[config.mk]
export PLATFORM = sky130hd
export DESIGN_NAME = sqrt_iter_s3
export DESIGN_NICKNAME = d
export VERILOG_FILES = /design/src/rtl/sqrt_pkg.sv /design/src/rtl/dffa.sv /design/src/rtl/sqrt_step.sv /design/src/rtl/sqrt_iter_s3.sv
export SDC_FILE = /design/constraint.sdc
export NUM_CORES = 1
export LEC_CHECK = 0
export ABC_AREA = 1
export BUFFER_PORTS_ARGS = -buffer_cell sky130_fd_sc_hd__buf_2
export CORE_MARGIN = 2
export CORE_UTILIZATION = 30
export DETAILED_ROUTE_END_ITERATION = 8
export GPL_TIMING_DRIVEN = 0
export PLACE_DENSITY_LB_ADDON = 0.08
export SYNTH_ARGS = -nofsm -noshare
export SYNTH_HDL_FRONTEND = slang
export SYNTH_SLANG_ARGS = --single-unit
export TNS_END_PERCENT = 30
[constraint.sdc]
create_clock -name clock -period 6.3 [get_ports clock]
set_input_delay 1.26 -clock clock [delete_from_list [all_inputs] [get_ports clock]]
set_output_delay 1.26 -clock clock [all_outputs]
set_load 0.05 [all_outputs]
[src/rtl/sqrt_pkg.sv]
// rtl/sqrt_pkg.sv - shared constants for the pipelined integer square-root stages
package sqrt_pkg;

  localparam int W   = 8;
  localparam int R_W = W / 2;

  typedef logic [1:0] state_t;

  localparam state_t ST_IDLE = 2'b00;
  localparam state_t ST_ITER = 2'b01;
  localparam state_t ST_DONE = 2'b10;

  // Stage-2 register reset values: k = 3.
  localparam int SEED_SQUARE = 9;
  localparam int SEED_DELTA  = 7;

endpackage

[src/rtl/dffa.sv]
// rtl/dffa.sv - enabled register cell with asynchronous active-low reset
module dffa #(
  parameter int               WIDTH   = 1,
  parameter logic [WIDTH-1:0] RST_VAL = '0
) (
  input  logic             clock,
  input  logic             reset,
  input  logic             en,
  input  logic [WIDTH-1:0] d,
  output logic [WIDTH-1:0] q
);

  always_ff @(posedge clock or negedge reset) begin
    if (!reset) begin
      q <= RST_VAL;
    end else if (en) begin
      q <= d;
    end
  end

endmodule

[src/rtl/sqrt_step.sv]
// rtl/sqrt_step.sv - one odd-number-sum step: compare, add delta, bump delta by two
module sqrt_step #(
  parameter int W   = 8,
  parameter int R_W = 4
) (
  input  logic [W:0]     square,
  input  logic [R_W+1:0] delta,
  input  logic [W-1:0]   radicand,
  output logic           le,
  output logic [W:0]     square_next,
  output logic [R_W+1:0] delta_next,
  output logic [R_W-1:0] root
);

  always_comb begin
    le          = square <= {1'b0, radicand};
    square_next = square + {{(W-R_W-1){1'b0}}, delta};
    delta_next  = delta + (R_W+2)'(2);
    // delta = 2k+1, so (delta>>1)-1 = k-1; bit 0 of delta is always set
    root        = delta[R_W:1] - R_W'(1);
  end

endmodule

[src/rtl/sqrt_iter_s3.sv]
// rtl/sqrt_iter_s3.sv - stage 3 of the integer square root: iterate from stage-2 seeds to the final root
module sqrt_iter_s3
  import sqrt_pkg::*;
#(
  parameter int W       = 8,
  parameter int SQ_IN_W = 5,
  parameter int D_IN_W  = 4,
  parameter int R_W     = 4
) (
  input  logic               clock,
  input  logic               reset,
  input  logic               enable,
  input  logic               in_valid,
  output logic               in_ready,
  input  logic [W-1:0]       in_radicand,
  input  logic [SQ_IN_W-1:0] in_square,
  input  logic [D_IN_W-1:0]  in_delta,
  output logic               out_valid,
  input  logic               out_ready,
  output logic [R_W-1:0]     out_root,
  output logic               busy
);

  localparam int SQ_W = W + 1;
  localparam int D_W  = R_W + 2;

  state_t         state_q, state_d;
  logic [SQ_W-1:0] square_q, square_d;
  logic [D_W-1:0]  delta_q, delta_d;
  logic [W-1:0]    radicand_q, radicand_d;
  logic [R_W-1:0]  root_q, root_d;

  logic [SQ_W-1:0] sq_seed;
  logic [D_W-1:0]  d_seed;
  logic [SQ_W-1:0] step_sq_in, step_sq_next;
  logic [D_W-1:0]  step_d_in, step_d_next;
  logic [W-1:0]    step_rad_in;
  logic            step_le;
  logic [R_W-1:0]  step_root;

  assign sq_seed = {{(SQ_W-SQ_IN_W){1'b0}}, in_square};
  assign d_seed  = {{(D_W-D_IN_W){1'b0}}, in_delta};

  // In IDLE the single step unit evaluates the incoming seeds for the direct path.
  assign step_sq_in  = (state_q == ST_IDLE) ? sq_seed     : square_q;
  assign step_d_in   = (state_q == ST_IDLE) ? d_seed      : delta_q;
  assign step_rad_in = (state_q == ST_IDLE) ? in_radicand : radicand_q;

  sqrt_step #(.W(W), .R_W(R_W)) u_step (
    .square      (step_sq_in),
    .delta       (step_d_in),
    .radicand    (step_rad_in),
    .le          (step_le),
    .square_next (step_sq_next),
    .delta_next  (step_d_next),
    .root        (step_root)
  );

  dffa #(.WIDTH(2))    u_state    (.clock(clock), .reset(reset), .en(enable), .d(state_d),    .q(state_q));
  dffa #(.WIDTH(SQ_W)) u_square   (.clock(clock), .reset(reset), .en(enable), .d(square_d),   .q(square_q));
  dffa #(.WIDTH(D_W))  u_delta    (.clock(clock), .reset(reset), .en(enable), .d(delta_d),    .q(delta_q));
  dffa #(.WIDTH(W))    u_radicand (.clock(clock), .reset(reset), .en(enable), .d(radicand_d), .q(radicand_q));
  dffa #(.WIDTH(R_W))  u_root     (.clock(clock), .reset(reset), .en(enable), .d(root_d),     .q(root_q));

  always_comb begin
    state_d    = state_q;
    square_d   = square_q;
    delta_d    = delta_q;
    radicand_d = radicand_q;
    root_d     = root_q;
    case (state_q)
      ST_IDLE: begin
        if (in_valid) begin
          radicand_d = in_radicand;
          square_d   = sq_seed;
          delta_d    = d_seed;
          if (step_le) begin
            state_d = ST_ITER;
          end else begin
            root_d  = step_root;
            state_d = ST_DONE;
          end
        end
      end
      ST_ITER: begin
        if (step_le) begin
          square_d = step_sq_next;
          delta_d  = step_d_next;
        end else begin
          root_d  = step_root;
          state_d = ST_DONE;
        end
      end
      ST_DONE: begin
        if (out_ready) begin
          state_d = ST_IDLE;
        end
      end
      default: state_d = ST_IDLE;
    endcase
  end

  // in_ready is gated by reset so it stays low while reset is held.
  always_comb begin
    in_ready  = (state_q == ST_IDLE) && reset;
    out_valid = (state_q == ST_DONE);
    busy      = (state_q == ST_ITER);
    out_root  = root_q;
  end

endmodule

# Word level (Yosys, flattened, before mapping)
# Index checks and enable logic that the tools add are counted.
# Widths: inputs -> output; s select.
[word_totals]
ff_bits = 29
inputBits = 22
out_inout_bits = 7
wordCells = 39
[classes]
n_addsub = 3
order_cmp = 1
eq_ne = 6
muxes = 17
reduce_logical = 7
[op_table]
columns = ["op", "n"]
rows = [
  ["$mux 9", 3],
  ["$mux 6", 3],
  ["$pmux 9 s2", 1],
  ["$pmux 6 s2", 1],
  ["$add 9x6->9", 1],
  ["$le 9x8->1", 1],
  ["$mux 2", 4],
  ["$mux 4", 2],
  ["$mux 8", 1],
  ["$pmux 4 s2", 1],
  ["$reduce_and 4->1", 2],
  ["$add 6x2->6 const B", 1],
  ["$pmux 2 s3", 1],
  ["$reduce_and 3->1", 2],
  ["$ne 2x1->1 const B", 2],
  ["$ne 2x2->1 const B", 2],
  ["$sub 4x1->4 const B", 1],
  ["$eq 2x1->1 const B", 1],
  ["$eq 2x2->1 const B", 1],
  ["$logic_not 2->1", 1],
  ["$reduce_bool 2->1", 1],
  ["$logic_and 1x1->1", 1],
]

# Logic depth before layout (Yosys ltp)
[depth]
ltp_word = 6
mapped_depth = 17
ltp_nobuf = 16

# Modules after synthesis
# A second synthesis with hierarchy kept.
[unflattened]
cells_unflattened = 455
area_unflattened_um2 = 2706.3
[by_module_without_submodules]
columns = ["module", "instances", "cells_each", "area_each_um2", "seq_area_each_um2"]
rows = [
  ["sqrt_iter_s3", 1, 219, 944.7, 0.0],
  ["sqrt_step", 1, 113, 668.1, 0.0],
  ["dffa at u_square", 1, 38, 341.6, 225.2],
  ["dffa at u_radicand", 1, 34, 305.3, 200.2],
  ["dffa at u_delta", 1, 25, 221.5, 150.1],
  ["dffa at u_root", 1, 17, 148.9, 100.1],
  ["dffa at u_state", 1, 9, 76.3, 50.0],
]

# Worst setup path after synthesis
# No wires, ideal clock.
[synth_path]
path_kind = "input-to-output"
start = "in reset"
end = "out in_ready"
arrival_time_ns = 1.938
required_time_ns = 5.040
path_slack_ns = 3.102
stages = 2
n_path_buf = 0
path_cell_list = "inv_1 > nor2_1"
[synth_between]
elab_chain_len = 1
[synth_rtl]
columns = ["element", "line_no", "source"]
rows = [
  ["from (decl)", "sqrt_iter_s3.sv:11", "input logic reset,"],
  ["$logic_and 1x1->1", "sqrt_iter_s3.sv:105", "in_ready = (state_q == ST_IDLE) && reset;"],
  ["to (decl)", "sqrt_iter_s3.sv:14", "output logic in_ready,"],
]
# No other way between the ends.

# Worst setup path in the final report
# Ends and elaborated chain as after synthesis.

==> results_dict.tcl <==
set metrics [dict create \
    clk_pin_slew_ns 0.07 \
    drt_iter0_drc 73 \
    async_reset_ff_frac 1.00 \
    vias 2120 \
    rsz0062_at_grt "false" \
    post_drt_wl_per_cell_um 12.4 \
    crit_arrival_ns 2.29 \
    gp_congestion 0.827 \
    io_buffers 28 \
    hp-class "reg -> reg" \
    syn_avg_cell_area_um2 6.64 \
    dpl_cell_area_um2 2520 \
    worstReg2RegStart "u_state.q[0]" \
    synthTopCellsByArea "dfrtp_1 32%, nand2_1 21%, ha_1 8.9%" \
    p_per_area_nw_per_um2 575 \
    setup_viol 0 \
    syn_inst 339 \
    rrSetupSlack_ns 3.44 \
    worst_setup_path_start_kind "primary input" \
    cts_resized 0 \
    synth_fp_nets 378 \
    clock_sinks 29 \
    cts_root_buf "clkbuf_8" \
    period_needed_ns 3.55 \
    power_w 0.00149 \
    ant_nets 0 \
    fmax_ghz 0.282 \
    die_h_um 90.6 \
    ys_seq_area_frac 0.322 \
    die_x_um 90.6 \
    drv_cap 0 \
    r2r-end "u_square.q[6]" \
    rr_worst_depth 17 \
    wirelength_mm 5.88 \
    synth_ff_type "dfrtp_1" \
    dp_hpwl_mm 4.42 \
    fin_area_um2 2600 \
    cts_tree "built" \
    grt_pass1_vias 2145 \
    slew-limit-headroom 0.526 \
    initial_core_util 0.311 \
    drt_first_pass_iters 4 \
    grt-ovfl-total 0 \
    cts_hold_buf 0 \
    clockBufferDepth 2 \
    hold_path_end "u_root.q[0]" \
    cp-end-kind "output port" \
    crit_type "in -> out" \
    grt_max_degree 31 \
    design.die.area_um2 8220 \
    cts.htree.levels 2 \
    clock_skew_ns 0.00295 \
    maxSlewViolCount 0 \
    ys_ff_latch 29 \
    yosysUniqueCellTypes 27 \
    yosysWarningCount 0 \
    fin_nets 413 \
    numCtsBuffers 5 \
    n_antenna_cell 0 \
    synth_most_common_cell "nand2_1" \
    post-cts-setup-buffer-count 0 \
    viasPerCell 4.47 \
    outcome "finished clean" \
    whs_path_depth 2 \
    synth_common_cells "128 x nand2_1, 49 x inv_1, 29 x dfrtp_1, 21 x nand3_1, 21 x o21ai_0" \
    area_delta_synth_final_pct 15.3 \
    synth_edf_count 0 \
    ios 29 \
    core_area_um2 7250 \
    grt_pass1_wl_mm 10.3 \
    final_hold_viol_count 0 \
    yosysTopAreaCellShare 0.322 \
    p_leak_nw 1.45 \
    cp_data_required_time_ns 5.04 \
    row_count 31 \
    finalSetupTns_ns 0 \
    critPathMaxFanout 30 \
    worst_slew_pin_slew_ns 0.711 \
    ir_worst_vdd_uv 151 \
    hp-start "u_root.q[0]" \
    clock_latency_ns 0.28 \
    route.detailed.drc 0 \
    period_share 0.563 \
    grt_use_total 0.157 \
    antenna_found_initial 0 \
    post_route_cells_drive_above_1_share 0.147 \
    netlist_area_um2 2250 \
    yosys.area.top_type "dfrtp_1" \
]
[per-layer routing]
layer	up-vias	wire [um]	share of wire	track usage
li1	1131	-	-	-
met1	935	2780	0.47	0.204
met2	47	2720	0.46	0.262
met3	7	289	0.049	0.0275
met4	0	93	0.016	0.0538
met5	-	0	0	0
[placed cells by master, fill, tap and decap left out]
cell | netlist | routed
clkbuf_8 | 0 | 5
nand3b_1 | 1 | 1
nor2_4 | 2 | 2
inv_1 | 49 | 49
fa_1 | 1 | 1
nand3_2 | 1 | 1
inv_2 | 3 | 3
clkbuf_1 | 2 | 5
buf_6 | 3 | 3
o21ai_4 | 1 | 1
nor3_1 | 5 | 5
nand3_1 | 21 | 21
nand2_4 | 1 | 1
xor2_1 | 3 | 3
a21oi_1 | 3 | 3
dfrtp_1 | 29 | 29
o21ai_2 | 1 | 1
buf_4 | 2 | 2
nand4_1 | 5 | 5
o21ai_1 | 11 | 11
nand2_2 | 2 | 2
nor2_2 | 4 | 4
buf_2 | 2 | 30
nand2_1 | 128 | 128
nor2_1 | 20 | 20
o21ai_0 | 21 | 21
ha_1 | 16 | 16
o22ai_1 | 2 | 2
[worst max path at each step]
stage	startpoint	endpoint	slack (ns)
finish	reset	in_ready	2.75
floorplan	reset	in_ready	3.10
global placement	reset	in_ready	2.69
CTS	reset	in_ready	2.68
global route	reset	in_ready	2.52
detailed placement	reset	in_ready	2.68
[kinds of logic (layout without fill, tap and decap cells)]
logic type / after synthesis / after routing / synth area share
AOI/OAI and AO/OA: 39 / 39 / 0.0944
xor gates and xnor gates: 3 / 3 / 0.0117
adders and majority gates: 17 / 17 / 0.0978
buffers and inverters: 61 / 97 / 0.116
DFF: 29 / 29 / 0.322
and+or+nand+nor: 190 / 190 / 0.358
[registers in the layout (all words and copies together) (netlist names)]
register and flops:
u_state.q 2, u_radicand.q 8, u_root.q 4, u_delta.q 6, u_square.q 9
[stage by stage]
stage	setup slack, ns	hold slack [ns]	cells	utilization
2_1_floorplan	3.10	0.442	339	-
5_1_grt	2.52	0.481	474	0.358
6_report	2.75	0.463	474	0.358
4_1_cts	2.68	0.472	474	0.358
3_3_place_gp	2.69	0.451	466	0.347
3_5_place_dp	2.68	0.455	466	0.347
[critical path, cell delays in order]
cell    delay [ns]
buf_2         0.55
inv_1         0.09
nor2_1        0.11
buf_2         0.27
[final cells by class]
cell class,instances,area [um2]
flip-flops and latches,29,726
multi-input cells,249,1260
well taps,99,124
fillers,818,4660
inverters,52,195
plain buffers,9,66.3
repair buffers,28,140
clock buffers,8,80.1
[power breakdown]
part / leakage [nW] / switching [W] / internal [W]
registers: 0.372 / 0.0000465 / 0.000265
logic: 1.03 / 0.000691 / 0.000337
clock network: 0.0395 / 0.0000745 / 0.0000785
total: 1.45 / 0.000812 / 0.000681
(Power assumes the default switching activity.)
